==> src/rtl/mpf_svc_vtp_l2_client_arb.sv <==
// Round-robin funnel from N private L1 miss ports into one shared L2 walker, with tag-routed responses.
// Request: slot to svc_reqEn in 1 cycle, held until svc_reqRdy; response: 1 cycle, no client backpressure.
module mpf_svc_vtp_l2_client_arb #(
    parameter int N_PORTS         = 4,
    parameter int VA_IDX_W        = 36,
    parameter int PA_IDX_W        = 36,
    parameter int MAX_OUTSTANDING = 4,
    localparam int TAG_W          = (N_PORTS > 1) ? $clog2(N_PORTS) : 1,
    localparam int OCNT_W         = $clog2(MAX_OUTSTANDING + 1)
) (
    input  logic                          clk,
    input  logic                          reset,

    input  logic [N_PORTS-1:0]            cli_reqEn,
    input  logic [N_PORTS*VA_IDX_W-1:0]   cli_reqVA,
    output logic [N_PORTS-1:0]            cli_notFull,
    output logic [N_PORTS-1:0]            cli_rspValid,
    output logic [PA_IDX_W-1:0]           cli_rspPA,
    output logic                          cli_rspIsBigPage,
    output logic                          cli_rspError,

    output logic                          svc_reqEn,
    input  logic                          svc_reqRdy,
    output logic [VA_IDX_W-1:0]           svc_reqVA,
    output logic [TAG_W-1:0]              svc_reqTag,
    input  logic                          svc_rspValid,
    input  logic [TAG_W-1:0]              svc_rspTag,
    input  logic [PA_IDX_W-1:0]           svc_rspPA,
    input  logic                          svc_rspIsBigPage,
    input  logic                          svc_rspError,

    output logic [31:0]                   stat_lookups,
    output logic [31:0]                   stat_errors,
    output logic                          err_unexpected_rsp
);

    logic [N_PORTS-1:0]    slotValid;
    logic [VA_IDX_W-1:0]   slotVA      [N_PORTS];
    logic [OCNT_W-1:0]     outstanding [N_PORTS];
    logic [TAG_W-1:0]      rrPtr;

    logic [N_PORTS-1:0]    eligible;
    logic [2*N_PORTS-1:0]  rotElig;
    logic [TAG_W:0]        cand;
    logic                  found;
    logic [TAG_W-1:0]      grant;
    logic                  issue;
    logic                  rspTagInRange;
    logic                  rspExpected;

    always_comb begin
        for (int i = 0; i < N_PORTS; i++) begin
            eligible[i] = slotValid[i] && (outstanding[i] < OCNT_W'(MAX_OUTSTANDING));
        end
    end

    // Rotate so bit k of rotElig is client (rrPtr+k) mod N; first set bit wins.
    always_comb begin
        rotElig = {eligible, eligible} >> rrPtr;
        grant   = '0;
        found   = 1'b0;
        cand    = '0;
        for (int k = 0; k < N_PORTS; k++) begin
            cand = {1'b0, rrPtr} + (TAG_W+1)'(k);
            if (cand >= (TAG_W+1)'(N_PORTS)) begin
                cand = cand - (TAG_W+1)'(N_PORTS);
            end
            if (!found && rotElig[k]) begin
                grant = cand[TAG_W-1:0];
                found = 1'b1;
            end
        end
    end

    assign svc_reqEn   = |eligible;
    assign svc_reqTag  = grant;
    assign svc_reqVA   = slotVA[grant];
    assign cli_notFull = ~slotValid;
    assign issue       = svc_reqEn && svc_reqRdy;

    // Responses are only trusted when the tag names a client with a lookup in flight.
    assign rspTagInRange = ({1'b0, svc_rspTag} < (TAG_W+1)'(N_PORTS));
    assign rspExpected   = svc_rspValid && rspTagInRange && (outstanding[svc_rspTag] != '0);

    always_ff @(posedge clk) begin
        if (reset) begin
            slotValid          <= '0;
            rrPtr              <= '0;
            cli_rspValid       <= '0;
            stat_lookups       <= '0;
            stat_errors        <= '0;
            err_unexpected_rsp <= 1'b0;
            for (int i = 0; i < N_PORTS; i++) begin
                outstanding[i] <= '0;
            end
        end else begin
            for (int i = 0; i < N_PORTS; i++) begin
                if (issue && (grant == TAG_W'(i))) begin
                    slotValid[i] <= 1'b0;
                end else if (cli_reqEn[i] && !slotValid[i]) begin
                    slotValid[i] <= 1'b1;
                end

                // Issue and response to the same client in one cycle cancel out.
                case ({issue && (grant == TAG_W'(i)), rspExpected && (svc_rspTag == TAG_W'(i))})
                    2'b10:   outstanding[i] <= outstanding[i] + OCNT_W'(1);
                    2'b01:   outstanding[i] <= outstanding[i] - OCNT_W'(1);
                    default: outstanding[i] <= outstanding[i];
                endcase
            end

            if (issue) begin
                stat_lookups <= stat_lookups + 32'd1;
                if (grant == TAG_W'(N_PORTS - 1)) begin
                    rrPtr <= '0;
                end else begin
                    rrPtr <= grant + TAG_W'(1);
                end
            end

            if (rspExpected) begin
                cli_rspValid <= N_PORTS'(1) << svc_rspTag;
                if (svc_rspError) begin
                    stat_errors <= stat_errors + 32'd1;
                end
            end else begin
                cli_rspValid <= '0;
            end

            if (svc_rspValid && !rspExpected) begin
                err_unexpected_rsp <= 1'b1;
            end
        end
    end

    // Payload registers carry no reset; they are qualified by slotValid / cli_rspValid.
    always_ff @(posedge clk) begin
        for (int i = 0; i < N_PORTS; i++) begin
            if (cli_reqEn[i] && !slotValid[i]) begin
                slotVA[i] <= cli_reqVA[i*VA_IDX_W +: VA_IDX_W];
            end
        end
        if (rspExpected) begin
            cli_rspPA        <= svc_rspPA;
            cli_rspIsBigPage <= svc_rspIsBigPage;
            cli_rspError     <= svc_rspError;
        end
    end

    reqWhileFull: assert property (@(posedge clk) disable iff (reset)
                                   ((cli_reqEn & slotValid) == '0));

endmodule

==> config.mk <==
export PLATFORM = sky130hd
export DESIGN_NAME = mpf_svc_vtp_l2_client_arb
export DESIGN_NICKNAME = d
export VERILOG_FILES = /design/src/rtl/mpf_svc_vtp_l2_client_arb.sv
export SDC_FILE = /design/constraint.sdc
export NUM_CORES = 1
export LEC_CHECK = 0
export ABC_AREA = 1
export BUFFER_PORTS_ARGS = -buffer_cell sky130_fd_sc_hd__buf_2
export CAP_MARGIN = 20
export CORE_ASPECT_RATIO = 0.9
export CORE_MARGIN = 3
export CORE_UTILIZATION = 45
export DETAILED_ROUTE_END_ITERATION = 8
export HOLD_SLACK_MARGIN = 0.08
export PLACE_DENSITY = 0.7
export SKIP_LAST_GASP = 1
export SYNTH_ARGS = -nofsm -noshare
export SYNTH_HDL_FRONTEND = slang
export SYNTH_SLANG_ARGS = --single-unit
==> constraint.sdc <==
create_clock -name clk -period 9.5 [get_ports clk]
set_input_delay 0.475 -clock clk [delete_from_list [all_inputs] [get_ports clk]]
set_output_delay 0.475 -clock clk [all_outputs]
set_load 0.01 [all_outputs]
==> impl_metrics.yaml, run 1 <==
finish:
  drive_above_1_share_pct: 25.03
  multi_input_area_sq_um: 4492
  final_util_pct: 59.20
  fin_cells: 2109
  synthToLayoutAreaGrowth_pct: 28.97
  layout_common_cells: "nand2_1 (427), buf_2 (341), edfxtp_1 (194)"
  fin_nets: 1938
  final.fill_count: 2385
  seq_area_sq_um: 7327
  layout_commonest_cell: "nand2_1"
placed_design:
  place_congestion: 0.8957
  hpwl_um: 23710
  io_buffers: 341
  dp.cells: 1998
  pre_cts_slack_ns: 5.387
job:
  drv_cap: 0
drt:
  wl_um: 35090
  drt-pass1-iter-count: 5
  drt_iter0_markers: 775
  drc_errors: 0
  ant_nets: 0
  routed_via_density: 5.065
  via_count: 10680
  wl_per_cell_um: 16.64
grt:
  grt-ovfl-total: 0
  grt_start_max_net_pins: 74
  grt_pass1_wl_um: 53840
  first_global_vias: 10270
  grt_antenna_before_repair: 1
  grt_usage_pct: 22.34
worst_hold_path:
  hold_path_class: "in2reg"
clocking:
  clockBufferDepth: 3
  cts_root_buf: "clkbuf_16"
  holdBufCountCts: 46
  clk_pin_slew_ns: 0.06
  post_cts_buffers: 0
  cts_num_sinks: 269
  cts_tree: "built"
  insertion_delay_ns: 0.55
  numCtsBuffers: 30
  cts_max_level: 1
  cts_resized: 0
timing:
  fmax_ghz: 0.2253
  slew_viol_final: 0
  setup_ws_ns: 5.062
  setup_viol: 0
  hold_viol: 0
  skew_ns: 0.01263
  fin_crit_ns: 4.438
  period_share_pct: 46.72
  max_slew.worst_pin.slew_ns: 0.9876
  tns_ns: 0
  relSlewSlack_pct: 33.81
  rsz0062_at_grt: "no"
setup_path:
  rr_worst_depth: 19
  path_cells: "inv_1 > nand3_1 > nand2_1 > nand2_1 > nand2_1 > a21oi_2 > nand2_4 > nand2_2 > buf_4 > nand2_1 > nand2_1 > nand2_1 > nand2_1 > buf_2"
  cp_slowest_stage_delay_ns: 0.65
  worstPathMaxFanout: 73
  critPathKind: "reg2out"
  start_kind: "flip-flop"
  path_common_cell: "nand2_1"
  worst-endpoint-required_ns: 9.03
  crit_end: "svc_reqVA[1]"
  end_kind: "output port"
  r2r_slack_ns: 5.59
  rr_endpoint: "outstanding[2][2]"
  arrival_ns: 3.96
  critPathSlowestCell: "buf_4"
  r2r-start: "rrPtr[0]"
  cp-startpoint: "rrPtr[0]"
yosys:
  syn_nets: 1554
  synth.top_cell.area_share_pct: 46.71
  yosys.area.top_type: "edfxtp_1"
  ys_top_cells_by_area: "edfxtp_1 (47%), nand2_1 (13%), dfxtp_1 (12%)"
  synth_warnings: 0
  ys_ff_latch: 269
  post_synth_num_cell_types: 31
  syn_area_sq_um: 12470
  synth-seq-area-share_pct: 58.75
  syn_avg_cell_area_sq_um: 9.266
  syn_inst: 1346
floorplanning:
  die_y_um: 163.9
  initial_utilization_pct: 45.90
  die_w_um: 181.5
  coreArea_sq_um: 27170
  io_pins: 342
  dieArea_sq_um: 29750
  fp-row-count: 57
power_and_ir_drop:
  ir_worst_vdd_v: 0.0001891
  powerDensity_nw_per_um2: 245.1
  p_leak_nw: 6.995
status:
  status: "complete, no violations"
cell families (layout without fill, tap and decap cells):
family          count (synthesis)  count (layout)  share of synthesized area, %
flops                         269             269                         58.75
compound gates                 90              90                         3.862
xor+xnor                       55              55                         3.862
simple gates                  748             748                         26.30
other cells                     0               1                             0
fa+ha+maj                      16              16                         1.605
buf+inv                       168             576                         5.618
synth_stat cells, drive strengths merged:
master / n
a21oi: 62
a31o: 3
a31oi: 1
and3: 1
buf: 27
clkbuf: 26
dfxtp: 75
edfxtp: 194
ha: 16
inv: 115
nand2: 432
nand3: 113
nand3b: 45
nand4: 19
nor2: 106
nor3: 31
nor4: 1
o21ai: 18
o31ai: 6
xnor2: 19
xor2: 36
power breakdown:
part           internal, mW  total (mW)  switching, mW  leakage [nW]
logic                 0.455        1.37          0.914          4.05
clock network         0.680        1.16          0.482         0.485
registers              1.37        1.41         0.0446          2.46
total                  2.50        3.94           1.44          6.99
worst max-delay path, delay by kind of cell (launching register included):
kind                   cells  cell delay [ns]
and+or+nand+nor           10             1.54
buffers and inverters      3             0.98
DFF                        1             0.64
AOI/OAI and AO/OA          1             0.20
cell type report:
cell class / instances / share of cell area [%]
repair buffers: 405 / 14.87
well taps: 354 / 2.754
inverters: 115 / 2.684
clock inverters: 19 / 0.9879
diodes: 1 / 0.01556
flip-flops and latches: 269 / 45.55
clock buffers: 37 / 5.212
multi-input cells: 909 / 27.92
metrics by stage:
| stage | cell area, sq um | total power, mW | hold slack, ns |
|---|---|---|---|
| after floorplan | 12470 | 2.313 | 0.5022 |
| after global placement | 14460 | 2.737 | 0.4509 |
| after detailed placement | 14510 | 2.764 | 0.4707 |
| after CTS | 15970 | 3.945 | 0.08001 |
| after global routing | 16090 | 4.181 | 0.08024 |
| final | 16090 | 3.943 | 0.1004 |
how the worst min path moves through the flow:
stage | start | end | slack [ns] | depth (start not counted)
global placement | err_unexpected_rsp | err_unexpected_rsp | 0.45 | 2
global route | svc_rspPA[6] | cli_rspPA[6] | 0.08 | 1
finish | cli_reqVA[56] | slotVA[1][20] | 0.10 | 1
floorplan | err_unexpected_rsp | err_unexpected_rsp | 0.50 | 2
detailed placement | err_unexpected_rsp | err_unexpected_rsp | 0.47 | 2
CTS | cli_reqVA[105] | slotVA[2][33] | 0.08 | 1
registers in the layout, indices dropped and copies added (netlist names):
signal / flops
rrPtr: 2
err_unexpected_rsp: 1
stat_lookups: 32
cli_rspValid: 4
cli_rspIsBigPage: 1
outstanding: 12
slotVA: 144
cli_rspPA: 36
cli_rspError: 1
slotValid: 4
stat_errors: 32
routing by layer:
metal / share of wire, % / wire [um] / up-vias / track usage [%]
met2: 49 / 17210 / 408 / 37.85
met3: 6.4 / 2258 / 74 / 3.366
met1: 41 / 14480 / 4959 / 29.60
li1: - / - / 5241 / -
met5: 0 / 0 / - / 0
met4: 3.2 / 1139 / 0 / 7.650
No activity file was read; power rests on OpenSTA's default activity.
==> inputs of run 2 (changes only) <==
--- a/config.mk
+++ b/config.mk
@@ -5,7 +5,7 @@
 export SDC_FILE = /design/constraint.sdc
 export NUM_CORES = 1
 export LEC_CHECK = 0
-export ABC_AREA = 1
+export ABC_AREA = 0
 export BUFFER_PORTS_ARGS = -buffer_cell sky130_fd_sc_hd__buf_2
 export CAP_MARGIN = 20
 export CORE_ASPECT_RATIO = 0.9
@@ -13,7 +13,7 @@
 export CORE_UTILIZATION = 45
 export DETAILED_ROUTE_END_ITERATION = 8
 export HOLD_SLACK_MARGIN = 0.08
-export PLACE_DENSITY = 0.7
+export PLACE_DENSITY = 0.71
 export SKIP_LAST_GASP = 1
 export SYNTH_ARGS = -nofsm -noshare
 export SYNTH_HDL_FRONTEND = slang
==> constraint.sdc (replaced) <==
create_clock -name clk -period 4.4 [get_ports clk]
set_input_delay 0.22 -clock clk [delete_from_list [all_inputs] [get_ports clk]]
set_output_delay 0.22 -clock clk [all_outputs]
set_load 0.01 [all_outputs]
==> run 2 against run 1 <==
Compared with the run above:
- via count down 18%
- first-iteration DRC count down 42%
- global-route usage down 0.30 points
- sequential share of layout area down 0.34 points
- non-clock buffer count up 136
- combinational power down 26%
- worst hold slack better by 0.21 ns
- largest cell class unchanged
- highest routed layer is now met5
==> impl_metrics.yaml, run 2 <==
yosys:
  syn_nets: 1030
  ys_ff_latch: 269
  syn_inst: 822
  synth_warnings: 0
  synth_adder_area_share_pct: 1.779
  synth_xor_area_share_pct: 3.346
  synth.area.mux_share_pct: 10.05
  synth_edf_count: 194
  synth_compound_area_share_pct: 5.136
  synth_top_cells_by_count: "edfxtp_1 (194), mux2i_1 (113), dfxtp_1 (75), nor2_1 (61), a21oi_1 (29)"
  syn_avg_cell_area_sq_um: 13.69
  syn_area_sq_um: 11250
  synth-async-reset-ratio_pct: 0
  synth.most_common_cell: "edfxtp_1"
  post_synth_num_cell_types: 59
  synth.top_cell.area_share_pct: 51.76
  ys.flop_type: "edfxtp_1"
  synth-simple-area-share_pct: 11.76
  yosys.area.top_type: "edfxtp_1"
  synth_top_family_by_area: "simple AND/OR/NAND/NOR gates"
  ys_top_cells_by_area: "edfxtp_1 (52%), dfxtp_1 (13%), mux2i_1 (10%)"
  synth-seq-area-share_pct: 65.10
drt:
  wl_per_cell_um: 18.23
  routed_via_density: 5.113
  drc_errors: 0
  via_count: 8795
  drt-pass1-iter-count: 5
  wl_um: 31360
  drt_iter0_markers: 452
  ant_nets: 0
grt:
  grt_pass1_wl_um: 48210
  grt_start_max_net_pins: 50
  grt_antenna_before_repair: 3
  grt-ovfl-total: 0
  first_global_vias: 8940
  grt_usage_pct: 22.04
finish:
  regMostFlops: "slotVA"
  reg_top3: "slotVA x144, cli_rspPA x36"
  synthToLayoutAreaGrowth_pct: 44.00
  layout_common_cells: "buf_2 (341), edfxtp_1 (194), dlygate4sd3_1 (190)"
  drive_above_1_share_pct: 30.20
  fin_nets: 1567
  largest_register_ffs: 144
  layout_commonest_cell: "buf_2"
timing:
  relSlewSlack_pct: 29.91
  period_share_pct: 88.19
  tns_ns: 0
  max_slew.worst_pin.slew_ns: 1.048
  fin_crit_ns: 3.880
  slew_viol_final: 0
  skew_ns: 0.009155
  hold_viol: 0
  rsz0062_at_grt: "no"
  setup_viol: 0
  setup_ws_ns: 0.5196
  fmax_ghz: 0.2577
setup_path:
  rr_worst_depth: 13
  cp_slowest_stage_delay_ns: 0.64
  arrival_ns: 3.66
  start_kind: "flip-flop"
  critPathSlowestCell: "buf_4"
  worst-endpoint-required_ns: 4.18
  path_cells: "nand2b_1 > a211oi_2 > a2bb2oi_4 > buf_4 > buf_4 > mux2i_1 > mux2i_1 > buf_2"
  end_kind: "output port"
  critPathKind: "reg2out"
  worstPathMaxFanout: 39
clocking:
  cts_num_sinks: 269
  cts_max_level: 1
  cts_tree: "built"
  cts_resized: 0
  clockBufferDepth: 3
  clk_pin_slew_ns: 0.06
  cts_root_buf: "clkbuf_16"
  numCtsBuffers: 29
  insertion_delay_ns: 0.53
power_and_ir_drop:
  powerDensity_nw_per_um2: 404.0
  p_leak_nw: 6.500
  ir_worst_vdd_v: 0.0003924
job:
  drv_cap: 0
status:
  status: "complete, no violations"
worst_hold_path:
  min_path_cells: 2
  hold_path_class: "in2reg"
placed_design:
  hpwl_um: 18890
  place_congestion: 0.8080
  io_buffers: 341
  pre_cts_slack_ns: 0.9193
floorplanning:
  die_y_um: 156.0
  io_pins: 342
  initial_utilization_pct: 46.14
  die_w_um: 172.7
  fp-row-count: 54
  coreArea_sq_um: 24390
  dieArea_sq_um: 26950
-- run 2: report_power, final --
part | internal [mW] | switching, mW | leakage [nW]
Clock | 1.59 | 0.989 | 0.495
Combinational | 0.481 | 0.541 | 3.54
Sequential | 2.88 | 0.0637 | 2.46
Total | 4.95 | 1.59 | 6.50
-- run 2: final timing paths --
kind | endpoint | startpoint | slack (ns)
min | stat_errors[3] | reset | 0.32
max reg2reg | outstanding[2][2] | outstanding[2][2] | 0.90
min reg2reg | err_unexpected_rsp | err_unexpected_rsp | 0.46
max | svc_reqVA[5] | outstanding[2][2] | 0.52
-- run 2: cells by family after synthesis --
family	Yosys count
DFF	269
and+or+nand+nor	234
muxes	113
AOI/OAI and AO/OA	83
buffers and inverters	64
xor gates and xnor gates	43
adders and majority gates	16
-- run 2: worst max-delay path, delay by kind of cell (launching register included) --
kind	cells	cell delay, ns
buf+inv	3	1.37
mux	2	0.45
simple gates	1	0.27
compound gates	2	0.57
flops	1	0.45
-- run 2: cell type report --
| type | instances | area, sq um |
|---|---|---|
| Tap cell | 336 | 420.4 |
| Clock buffer | 35 | 768.2 |
| Antenna cell | 3 | 7.507 |
| Fill cell | 1750 | 8184 |
| Inverter | 29 | 108.9 |
| Multi-Input combinational cell | 489 | 3651 |
| Sequential cell | 269 | 7327 |
| Timing Repair Buffer | 541 | 3684 |
| Clock inverter | 18 | 240.2 |
-- run 2: routing by layer --
layer	GRT usage (%)	vias to the layer above	wire length, um
li1	-	4175	-
met1	27.63	4218	12840
met2	38.39	332	15700
met3	4.696	68	1911
met4	7.410	2	910
met5	0	-	8
-- run 2: timing repair --
action | 4_1_cts | 5_1_grt
setup buffers | 0 | 0
endpoints found under the hold margin | 191 | 0
hold buffers | 190 | 0
-- run 2: stage by stage --
| stage | area (sq um) | cells | util, % | total power [mW] | hold slack [ns] |
|---|---|---|---|---|---|
| after floorplan | 11250 | 822 | - | 3.533 | 0.2985 |
| after global placement | 13290 | 1474 | 54.48 | 3.849 | 0.3961 |
| after detailed placement | 13290 | 1474 | 54.48 | 3.868 | 0.3981 |
| after CTS | 16200 | 1717 | 66.42 | 6.576 | 0.2933 |
| after global routing | 16200 | 1719 | 66.44 | 6.800 | 0.3257 |
| final | 16210 | 1720 | 66.45 | 6.547 | 0.3152 |
